`src/rtl/dcache_pkg.sv`:
```
// Shared definitions for the direct-mapped data cache controller:
// address geometry, controller states and address slicing helpers.
package dcache_pkg;

    localparam int ADDR_W  = 15;
    localparam int INDEX_W = 12;
    localparam int TAG_W   = 3;
    localparam int DATA_W  = 32;

    // Controller sequencing states
    typedef enum logic [2:0] {
        ST_IDLE      = 3'd0,
        ST_COMPARE   = 3'd1,
        ST_FETCH     = 3'd2,
        ST_FILL      = 3'd3,
        ST_WRITE_MEM = 3'd4
    } state_t;

    // Upper address bits identify which memory block occupies a line
    function automatic logic [TAG_W-1:0] addr_tag(input logic [ADDR_W-1:0] addr);
        return addr[ADDR_W-1 -: TAG_W];
    endfunction

    // Lower address bits select the cache line
    function automatic logic [INDEX_W-1:0] addr_index(input logic [ADDR_W-1:0] addr);
        return addr[INDEX_W-1:0];
    endfunction

endpackage

```
`src/rtl/dcache_ctrl_sat_counter.sv`:
```
// Saturating event counter: counts up on inc and sticks at all-ones.
module sat_counter #(
    parameter int W = 16
) (
    input  logic         clk,
    input  logic         rst,
    input  logic         inc,
    output logic [W-1:0] count
);

    logic [W-1:0] count_reg;

    // Count events, holding at the maximum value instead of wrapping
    always_ff @(posedge clk) begin
        if (rst) begin
            count_reg <= '0;
        end else if (inc && (count_reg != {W{1'b1}})) begin
            count_reg <= count_reg + 1'b1;
        end
    end

    assign count = count_reg;

endmodule

```
`src/rtl/dcache_ctrl.sv`:
```
// Sequencing controller for a 4K-line direct-mapped data cache.
// Reads that miss are fetched from main memory and filled into the line;
// writes go to the cache line (allocating over any conflicting line) and
// always through to main memory, so memory never holds stale data and no
// writeback path is needed. Hit/miss statistics saturate.
module dcache_ctrl
    import dcache_pkg::*;
#(
    parameter int CNT_W = 16
) (
    input  logic              clk,
    input  logic              rst,
    // CPU memory stage
    input  logic              cpu_req,
    input  logic              cpu_we,
    input  logic [14:0]       cpu_addr,
    input  logic [31:0]       cpu_wdata,
    output logic              cpu_busy,
    output logic              cpu_ready,
    output logic [31:0]       cpu_rdata,
    // Cache array
    output logic [14:0]       cache_addr,
    output logic              cache_write,
    output logic [31:0]       cache_wdata,
    input  logic              cache_valid,
    input  logic [2:0]        cache_tag,
    input  logic [31:0]       cache_rdata,
    // Main memory
    output logic              mem_req,
    output logic              mem_we,
    output logic [14:0]       mem_addr,
    output logic [31:0]       mem_wdata,
    input  logic              mem_ack,
    input  logic [31:0]       mem_rdata,
    // Statistics
    output logic [CNT_W-1:0]  hit_count,
    output logic [CNT_W-1:0]  miss_count
);

    localparam int CNT_HIT  = 0;
    localparam int CNT_MISS = 1;
    localparam int N_CNT    = 2;

    state_t              state_reg;
    state_t              state_next;

    // Request captured in IDLE; the CPU may change its inputs afterwards
    logic                we_reg;
    logic [ADDR_W-1:0]   addr_reg;
    logic [DATA_W-1:0]   wdata_reg;
    // Word returned by memory on a read miss, replayed to cache and CPU
    logic [DATA_W-1:0]   fill_reg;

    logic                hit;
    logic [N_CNT-1:0]    cnt_inc;
    logic [CNT_W-1:0]    cnt_val [N_CNT];

    // Line matches when it is valid and holds the requested block
    assign hit = cache_valid && (cache_tag == addr_tag(addr_reg));

    // The cache array is always indexed by the latched request
    assign cache_addr = addr_reg;

    // State register plus request and fill capture
    always_ff @(posedge clk) begin
        if (rst) begin
            state_reg <= ST_IDLE;
            we_reg    <= 1'b0;
            addr_reg  <= '0;
            wdata_reg <= '0;
            fill_reg  <= '0;
        end else begin
            state_reg <= state_next;
            if ((state_reg == ST_IDLE) && cpu_req) begin
                we_reg    <= cpu_we;
                addr_reg  <= cpu_addr;
                wdata_reg <= cpu_wdata;
            end
            if ((state_reg == ST_FETCH) && mem_ack) begin
                fill_reg <= mem_rdata;
            end
        end
    end

    // Next-state and output decode from the registered state
    always_comb begin
        state_next  = state_reg;
        cpu_busy    = (state_reg != ST_IDLE);
        cpu_ready   = 1'b0;
        cpu_rdata   = '0;
        cache_write = 1'b0;
        cache_wdata = '0;
        mem_req     = 1'b0;
        mem_we      = 1'b0;
        mem_addr    = '0;
        mem_wdata   = '0;
        cnt_inc     = '0;

        case (state_reg)
            ST_IDLE: begin
                if (cpu_req) begin
                    state_next = ST_COMPARE;
                end
            end

            ST_COMPARE: begin
                if (we_reg) begin
                    // Write-allocate: overwrite the line regardless of hit,
                    // memory is updated next so nothing is lost
                    cache_write = 1'b1;
                    cache_wdata = wdata_reg;
                    if (hit) begin
                        cnt_inc[CNT_HIT] = 1'b1;
                    end else begin
                        cnt_inc[CNT_MISS] = 1'b1;
                    end
                    state_next = ST_WRITE_MEM;
                end else if (hit) begin
                    cpu_ready        = 1'b1;
                    cpu_rdata        = cache_rdata;
                    cnt_inc[CNT_HIT] = 1'b1;
                    state_next       = ST_IDLE;
                end else begin
                    cnt_inc[CNT_MISS] = 1'b1;
                    state_next        = ST_FETCH;
                end
            end

            ST_FETCH: begin
                mem_req  = 1'b1;
                mem_addr = addr_reg;
                if (mem_ack) begin
                    state_next = ST_FILL;
                end
            end

            ST_FILL: begin
                // Fill the line and answer the CPU in the same cycle
                cache_write = 1'b1;
                cache_wdata = fill_reg;
                cpu_ready   = 1'b1;
                cpu_rdata   = fill_reg;
                state_next  = ST_IDLE;
            end

            ST_WRITE_MEM: begin
                mem_req   = 1'b1;
                mem_we    = 1'b1;
                mem_addr  = addr_reg;
                mem_wdata = wdata_reg;
                if (mem_ack) begin
                    cpu_ready  = 1'b1;
                    state_next = ST_IDLE;
                end
            end

            default: begin
                state_next = ST_IDLE;
            end
        endcase
    end

    // One saturating counter per statistic (hit, miss)
    genvar gi;
    generate
        for (gi = 0; gi < N_CNT; gi++) begin : g_cnt
            sat_counter #(
                .W (CNT_W)
            ) u_cnt (
                .clk   (clk),
                .rst   (rst),
                .inc   (cnt_inc[gi]),
                .count (cnt_val[gi])
            );
        end
    endgenerate

    assign hit_count  = cnt_val[CNT_HIT];
    assign miss_count = cnt_val[CNT_MISS];

endmodule

```
`config.mk`:
```
export PLATFORM = sky130hd
export DESIGN_NAME = dcache_ctrl
export DESIGN_NICKNAME = d
export VERILOG_FILES = /design/src/rtl/dcache_pkg.sv /design/src/rtl/dcache_ctrl_sat_counter.sv /design/src/rtl/dcache_ctrl.sv
export SDC_FILE = /design/constraint.sdc
export NUM_CORES = 1
export LEC_CHECK = 0
export CORE_UTILIZATION = 44
export CTS_CLUSTER_DIAMETER = 60
export CTS_CLUSTER_SIZE = 25
export DETAILED_ROUTE_END_ITERATION = 12
export HOLD_SLACK_MARGIN = 0.12
export PLACE_DENSITY_LB_ADDON = 0.15
export SLEW_MARGIN = 10
export SYNTH_ARGS = -nofsm -noshare
export SYNTH_HDL_FRONTEND = slang
export SYNTH_HIERARCHICAL = 1
export SYNTH_SLANG_ARGS = --single-unit
export TNS_END_PERCENT = 50
```
`constraint.sdc`:
```
create_clock -name clk -period 7.3 [get_ports clk]
set_input_delay 2.19 -clock clk [delete_from_list [all_inputs] [get_ports clk]]
set_output_delay 2.19 -clock clk [all_outputs]
set_load 0.005 [all_outputs]
```
### Word-level counts from Yosys, hierarchy flattened

Cells that the tools add are included.

* add/subtract/negate cells: 2
* equality and inequality tests: 10
* multiplexer cells: 23
* reduce and logical (&&, ||, !) cells: 9

Operator list (count)
* $mux 32: 4
* $pmux 32 s2: 2
* $add 16x1->16 const B: 2
* $ne 16x16->1 const B: 2
* $mux 15: 1
* $mux 3: 4
* $pmux 3 s4: 1
* $mux 1: 7
* $eq 3x2->1 const B: 2
* $ne 2x2->1 const B: 3
* $logic_and 1x1->1: 5
* $mux 2: 2
* $eq 3x1->1 const B: 1
* $eq 3x3->1: 1
* $eq 3x3->1 const B: 1
* $logic_not 3->1: 1
* $pmux 1 s3: 1
* $reduce_and 3->1: 1
* $reduce_bool 3->1: 1
* $pmux 1 s2: 1
* $reduce_or 2->1: 1

* flip-flop bits (word level): 115
* bits of input ports: 120
* output and inout port bits: 163
* word-level logic and storage cells: 51

### Longest topological paths before layout

Gate-level depths: netlist (run 1).

* word-level depth: 5
* gate-level depth with buffers: 9
* mapped depth without buffers: 7

### Cells and area by module

The synthesis (run 1) kept the hierarchy.

Modules (own cells, without submodules)
* dcache_ctrl: times used 1, cells an instance 517, area an instance 4147.7 um^2
* sat_counter: times used 2, cells an instance 99, area an instance 848.3 um^2

### Least setup slack after synthesis (run 1)

Ideal clock, no wire load.

* path type: input port to output port
* from: in cache_tag[2]
* to: out cpu_rdata[10]
* arrival time: 3167 ps
* required time: 5110 ps
* path slack: 1943 ps
* stages on the path: 4
* path buffers: 1
* cell sequence: xor2_1 -> nor4_4 -> buf_6 -> a32o_1

* word-level cells in the longest chain between the ends: 5

Ends and longest elaborated chain
* from (decl): line dcache_ctrl.sv:26 `input logic [2:0] cache_tag,`
* $eq 3x3->1: line dcache_ctrl.sv:59 `assign hit = cache_valid && (cache_tag == addr_tag(addr_reg));`
* $logic_and 1x1->1: line dcache_ctrl.sv:59
* $mux 32: line dcache_ctrl.sv:118 `end else if (hit) begin`
* $mux 32: line dcache_ctrl.sv:107 `if (we_reg) begin`
* $pmux 32 s2: line dcache_ctrl.sv:99 `case (state_reg)`
* to (decl): line dcache_ctrl.sv:20 `output logic [31:0] cpu_rdata,`

Every way passes these cells.

### Worst setup path in the final report (run 1)

* from: in cache_tag[2]
* to: out cpu_rdata[17]

Same word-level chain as after synthesis.

==> flow_metrics.env, run 1 <==
export IMPL_status="complete, no violations"
export IMPL_drc=0
export IMPL_io_pins=283
export IMPL_hold_class="flip-flop to flip-flop"
export IMPL_place_hpwl_um=14200
export IMPL_grt_pass1_wl_um=30100
export IMPL_drv_cap=0
export IMPL_worstPathMaxFanout=34
export IMPL_slew_headroom_pct=24.6
export IMPL_fmax_ghz=0.155
export IMPL_cts_setup_buffers=0
export IMPL_wl_per_cell_um=17.9
export IMPL_clockBufferDepth=2
export IMPL_synth_seq_cells=115
export IMPL_synth_adder_area_share_pct=0.428
export IMPL_ys_warn_count=6
export IMPL_top_layer="met4"
export IMPL_synth_compound_area_share_pct=22.4
export IMPL_drtAntennaViolNets=0
export IMPL_grt_pass1_vias=5681
export IMPL_area_growth_pct=58.4
export IMPL_p_clk_share_pct=48.7
export IMPL_cts_buffers=17
export IMPL_ys_seq_area_share_pct=39.4
export IMPL_synth_top_family_by_area="simple AND/OR/NAND/NOR gates"
export IMPL_cts_tree="yes"
export IMPL_worstPathArrival_ns=4.28
export IMPL_synthSimpleGateAreaFrac_pct=29.5
export IMPL_p_switching_w=0.000415
export IMPL_grt_setup_unrepaired="false"
export IMPL_worst_pin_slew_ns=1.13
export IMPL_p_leak_nw=3.20
export IMPL_grt_max_degree=76
export IMPL_start_util_pct=45.8
export IMPL_p_per_area_nw_per_um2=188
export IMPL_ctsHoldBuffers=0
export IMPL_port_buffers=282
export IMPL_cts_clk_slew_worst_paths_ns=0.05
export IMPL_drive_above_1_share_pct=6.13
export IMPL_worst_ep_required_time_ns=5.11
export IMPL_drt_iter0_markers=367
export IMPL_worstRegToRegCells=5
export IMPL_via_count=6327
export IMPL_layout_nets=1088
export IMPL_worstSetupStartpointType="primary input"
export IMPL_skew_ns=0.00590
export IMPL_synth_fp_nets=837
export IMPL_cts_sinks=115
export IMPL_synthFlopType="dfxtp_1"
export IMPL_diodes=0
export IMPL_grt_ovfl_total=0
export IMPL_setup_viol=0
export IMPL_dr_pass1_iters=5
export IMPL_met3_length_um=1620
export IMPL_track_usage_pct=29.2
export IMPL_num_rows=41
export IMPL_placed_cell_area_um2=8650
export IMPL_ir_worst_vdd_uv=118
export IMPL_post_synth_num_cell_types=47
export IMPL_wl_met1_um=8400
export IMPL_netlist_area_um2=5840
export IMPL_floorplan_die_area_um2=13700
export IMPL_htree_levels=4
export IMPL_swShare_pct=23.8
export IMPL_r2r_setup_slack_ns=4.33
export IMPL_finalHoldViolCount=0
export IMPL_die_width_um=117
export IMPL_p_seq_share_pct=39.4
export IMPL_vias_per_cell=5.50
export IMPL_synth_xor_area_share_pct=1.20
export IMPL_synth_edff_count=0
export IMPL_cts_root_buffer="clkbuf_16"
export IMPL_critical_path_class="primary input to primary output"
export IMPL_intPower_w=0.00132
export IMPL_routabilityCongestion=0.780
export IMPL_slew_viol_final=0
export IMPL_cp_end_kind="primary output"
export IMPL_die_y_um=117
export IMPL_async_flop_share_pct=0
export IMPL_insertion_delay_ns=0.41
export IMPL_synth_area_mux_share_pct=0.899
export IMPL_syn_inst=715
export IMPL_fin_area_um2=9260
export IMPL_wl_met2_um=10300
export IMPL_min_period_ns=6.47
export IMPL_syn_area_per_cell_um2=8.17
export IMPL_finalWirelength_um=20600
export IMPL_finalSetupTns_ns=0
export IMPL_placeableCoreArea_um2=12800
export IMPL_cts_resized_gates=0
export IMPL_p_comb_share_pct=11.9
export IMPL_antenna_found_initial=0
export IMPL_hold_depth=2
export IMPL_period_share_pct=88.6
==> power by group through the flow <==
stage,logic (W),registers (W),clock network [W]
floorplan,0.0000995,0.000685,0
global placement,0.000201,0.000697,0
detailed placement,0.000206,0.000698,0
CTS,0.000208,0.000685,0.000855
global route,0.000226,0.000688,0.000884
finish,0.000207,0.000685,0.000847
==> final cells by class <==
type	instances	area [um2]
Clock buffer	22	474
Clock inverter	10	130
Fill cell	1015	3520
Inverter	7	26.3
Multi-Input combinational cell	534	3220
Sequential cell	115	2300
Tap cell	172	215
Timing Repair Buffer	291	2890
==> critical path: stages <==
cell             delay [ns]
clkdlybuf4s50_1        0.42
xor2_1                 0.19
nor4_4                 0.28
buf_4                  0.41
a32o_1                 0.26
clkdlybuf4s50_1        0.50
==> layout by cell type, fill, tap and decap left out, types with 3 or more instances in the layout <==
cell             netlist  routed
nor2b_1                4       4
mux2i_1                3       3
nand4_1                6       6
and2_1                48      48
o21ai_0                9       9
nand3_1               12      12
clkinv_2               0       5
nand2b_1               3       3
inv_1                  7       7
o31ai_1               13      13
and4_1                 6       6
or4_1                 15      15
nor4_4                 3       3
clkdlybuf4s50_1        0     281
a21oi_1              101     101
xnor2_1                5       5
clkbuf_16              0      17
nor3_1                 9       9
nand2_1              173     173
dfxtp_1              115     115
buf_4                  3      10
nor4_1                 5       5
xor2_1                 3       3
or3_1                  7       7
a22o_1                32      32
clkbuf_8               0       3
a32o_1                32      32
nor2_1                14      13
bufinv_16              0       3
==> routing by layer <==
layer	up-vias	global-route usage, %
li1	3058	-
met1	3010	35.2
met2	235	50.7
met3	24	7.47
met4	0	9.20
met5	-	0
==> Yosys cell counts, types with 7 or more instances <==
cell type  instances  area [um2]
nor3_1             9        45.0
nor2_1            14        52.6
a32o_1            32         320
inv_1              7        26.3
nand2_1          173         649
or4_1             15         113
nand3_1           12        60.1
buf_6             10         113
buf_2             23         115
clkbuf_1          21        78.8
and2_1            48         300
a21oi_1          101         505
a22o_1            32         280
o21ai_0            9        45.0
dfxtp_1          115        2300
o31ai_1           13        97.6
or3_1              7        43.8
==> cell families (layout without fill, tap and decap cells) <==
family,count (synthesis),in the layout
and+or+nand+nor,325,325
AOI/OAI and AO/OA,194,194
DFF,115,115
buffers and inverters,66,330
xor gates and xnor gates,8,8
muxes,5,5
adders and majority gates,2,2
==> worst paths after layout <==
path                              start                                    end
max                        cache_tag[2]                          cpu_rdata[17]
min          cache_addr[6]$_SDFFE_PP0P_             cache_addr[6]$_SDFFE_PP0P_
max reg2reg   state_reg[0]$_SDFFE_PP0P_  g_cnt[1].u_cnt/count[11]$_SDFFE_PP0P_
min reg2reg  cache_addr[6]$_SDFFE_PP0P_             cache_addr[6]$_SDFFE_PP0P_
==> stage by stage <==
| step | total power, W | util (%) | hold slack, ns | std cells | setup slack, ns |
|---|---|---|---|---|---|
| after detailed placement | 0.000904 | 67.7 | 0.458 | 1119 | 0.869 |
| final | 0.00174 | 72.5 | 0.466 | 1151 | 0.834 |
| after floorplan | 0.000784 | - | 0.445 | 715 | 1.94 |
| after global placement | 0.000898 | 67.7 | 0.454 | 1119 | 0.909 |
| after CTS | 0.00175 | 72.5 | 0.466 | 1151 | 0.851 |
| after global routing | 0.00180 | 72.5 | 0.487 | 1151 | 0.750 |
Note: power is estimated with default switching activity, not from simulation.
==> run 2, diff against run 1 <==
--- a/config.mk
+++ b/config.mk
@@ -5,6 +5,7 @@
 export SDC_FILE = /design/constraint.sdc
 export NUM_CORES = 1
 export LEC_CHECK = 0
+export CAP_MARGIN = 20
 export CORE_UTILIZATION = 44
 export CTS_CLUSTER_DIAMETER = 60
 export CTS_CLUSTER_SIZE = 25
==> run 2 against run 1 <==
  * Critical path type unchanged
  * Wire length down 0.40%
  * Highest routed layer unchanged
  * Largest power group unchanged
  * Cell count about the same
  * Global-route usage unchanged
  * Die area unchanged
  * Register-to-register slack worse by 0.03 ns
  * Cell area up 0.30%
==> flow_metrics.env, run 2 (synthesis gave the netlist of run 1 again) <==
export IMPL_port_buffers=282
export IMPL_wl_per_cell_um=17.8
export IMPL_grt_ovfl_total=0
export IMPL_track_usage_pct=29.2
export IMPL_slew_viol_final=0
export IMPL_multi_input_area_um2=3220
export IMPL_critPathMaxStageDelay_ns=0.50
export IMPL_cts_buffers=17
export IMPL_layout_nets=1089
export IMPL_grt_pass1_wl_um=30100
export IMPL_via_count=6347
export IMPL_p_leak_nw=3.21
export IMPL_io_pins=283
export IMPL_worstPathArrival_ns=4.28
export IMPL_cts_root_buffer="clkbuf_16"
export IMPL_die_y_um=117
export IMPL_finalWirelength_um=20500
export IMPL_clockBufferDepth=2
export IMPL_status="complete, no violations"
export IMPL_final_common_cell="clkdlybuf4s50_1"
export IMPL_slowest_stage="clkdlybuf4s50_1"
export IMPL_vias_per_cell=5.51
export IMPL_cts_setup_buffers=0
export IMPL_hold_depth=2
export IMPL_p_per_area_nw_per_um2=188
export IMPL_ctsHoldBuffers=0
export IMPL_routabilityCongestion=0.780
export IMPL_drtAntennaViolNets=0
export IMPL_diodes=0
export IMPL_cp_cell_sequence="clkdlybuf4s50_1 -> xor2_1 -> nor4_4 -> buf_4 -> a32o_1 -> clkdlybuf4s50_1"
export IMPL_drt_iter0_markers=349
export IMPL_place_hpwl_um=14200
export IMPL_cp_end_kind="primary output"
export IMPL_area_growth_pct=58.8
export IMPL_drc=0
export IMPL_drv_cap=0
export IMPL_cts_resized_gates=0
export IMPL_skew_ns=0.00636
export IMPL_worstPathMaxFanout=34
export IMPL_total_power_w=0.00174
export IMPL_die_width_um=117
export IMPL_cpMostUsedCell="clkdlybuf4s50_1"
export IMPL_worstSetupStartpointType="primary input"
export IMPL_slew_headroom_pct=30.0
export IMPL_grt_max_degree=76
export IMPL_htree_levels=4
export IMPL_grt_setup_unrepaired="false"
export IMPL_worst_pin_slew_ns=1.05
export IMPL_n_fill_cell=1016
export IMPL_floorplan_die_area_um2=13700
export IMPL_critical_path_class="primary input to primary output"
export IMPL_drive_above_1_share_pct=6.22
export IMPL_finalSetupTns_ns=0
export IMPL_fmax_ghz=0.155
export IMPL_grt_pass1_vias=5681
export IMPL_final_cell_mix="clkdlybuf4s50_1 (281), nand2_1 (173), dfxtp_1 (115)"
export IMPL_insertion_delay_ns=0.41
export IMPL_hold_class="flip-flop to flip-flop"
export IMPL_start_util_pct=45.8
export IMPL_antenna_found_initial=0
export IMPL_seqCellArea_um2=2300
export IMPL_finalHoldViolCount=0
export IMPL_dr_pass1_iters=5
export IMPL_min_period_ns=6.47
export IMPL_worstRegToRegCells=5
export IMPL_worst_ep_required_time_ns=5.11
export IMPL_num_rows=41
export IMPL_cts_sinks=115
export IMPL_setup_viol=0
export IMPL_placeableCoreArea_um2=12800
export IMPL_cts_tree="yes"
export IMPL_cts_clk_slew_worst_paths_ns=0.05
export IMPL_ir_worst_vdd_uv=118
export IMPL_whs_ns=0.465
export IMPL_period_share_pct=88.6
run 2: cell count changes in the layout (fill, tap and decap cells not counted), sizes merged:
cell / delta
buf: +1
run 2: report_power, final:
part | switching [W] | internal (W)
Combinational | 0.0000991 | 0.000112
Clock | 0.000285 | 0.000560
Sequential | 0.0000292 | 0.000656
Total | 0.000413 | 0.00133
run 2: final timing paths:
path	start	to	slack [ns]
worst max register to register	state_reg[0]$_SDFFE_PP0P_	g_cnt[1].u_cnt/count[11]$_SDFFE_PP0P_	4.30
worst min-delay path	cache_addr[6]$_SDFFE_PP0P_	cache_addr[6]$_SDFFE_PP0P_	0.47
worst max-delay path	cache_tag[2]	cpu_rdata[17]	0.83
worst min register to register	cache_addr[6]$_SDFFE_PP0P_	cache_addr[6]$_SDFFE_PP0P_	0.47
run 2: routing by layer:
metal  track usage [%]  wire length [um]  up-vias
li1                  -                 -     3059
met1              35.2              8200     3016
met2              50.7             10400      252
met3              7.47              1660       20
met4              9.20               285        0
met5                 0                 0        -
run 2: through the flow:
stage | instances | instance area, um2 | util (%) | setup slack [ns]
2_1_floorplan | 715 | 5840 | - | 1.94
3_3_place_gp | 1119 | 8650 | 67.7 | 0.909
3_5_place_dp | 1119 | 8650 | 67.7 | 0.869
4_1_cts | 1151 | 9260 | 72.5 | 0.851
5_1_grt | 1152 | 9280 | 72.7 | 0.750
6_report | 1152 | 9280 | 72.7 | 0.834
run 2: critical path, delay by kind of cell:
kind / cells / cell delay (ns)
simple gates: 1 / 0.28
buf+inv: 3 / 1.34
xor+xnor: 1 / 0.19
compound gates: 1 / 0.25
run 2: final cells by class:
class / instances / area share [%]
multi-input combinational: 534 / 34.7
timing repair buffer: 292 / 31.4
sequential: 115 / 24.8
clock buffer: 22 / 5.11
tap: 172 / 2.32
clock inverter: 10 / 1.40
inverter: 7 / 0.283
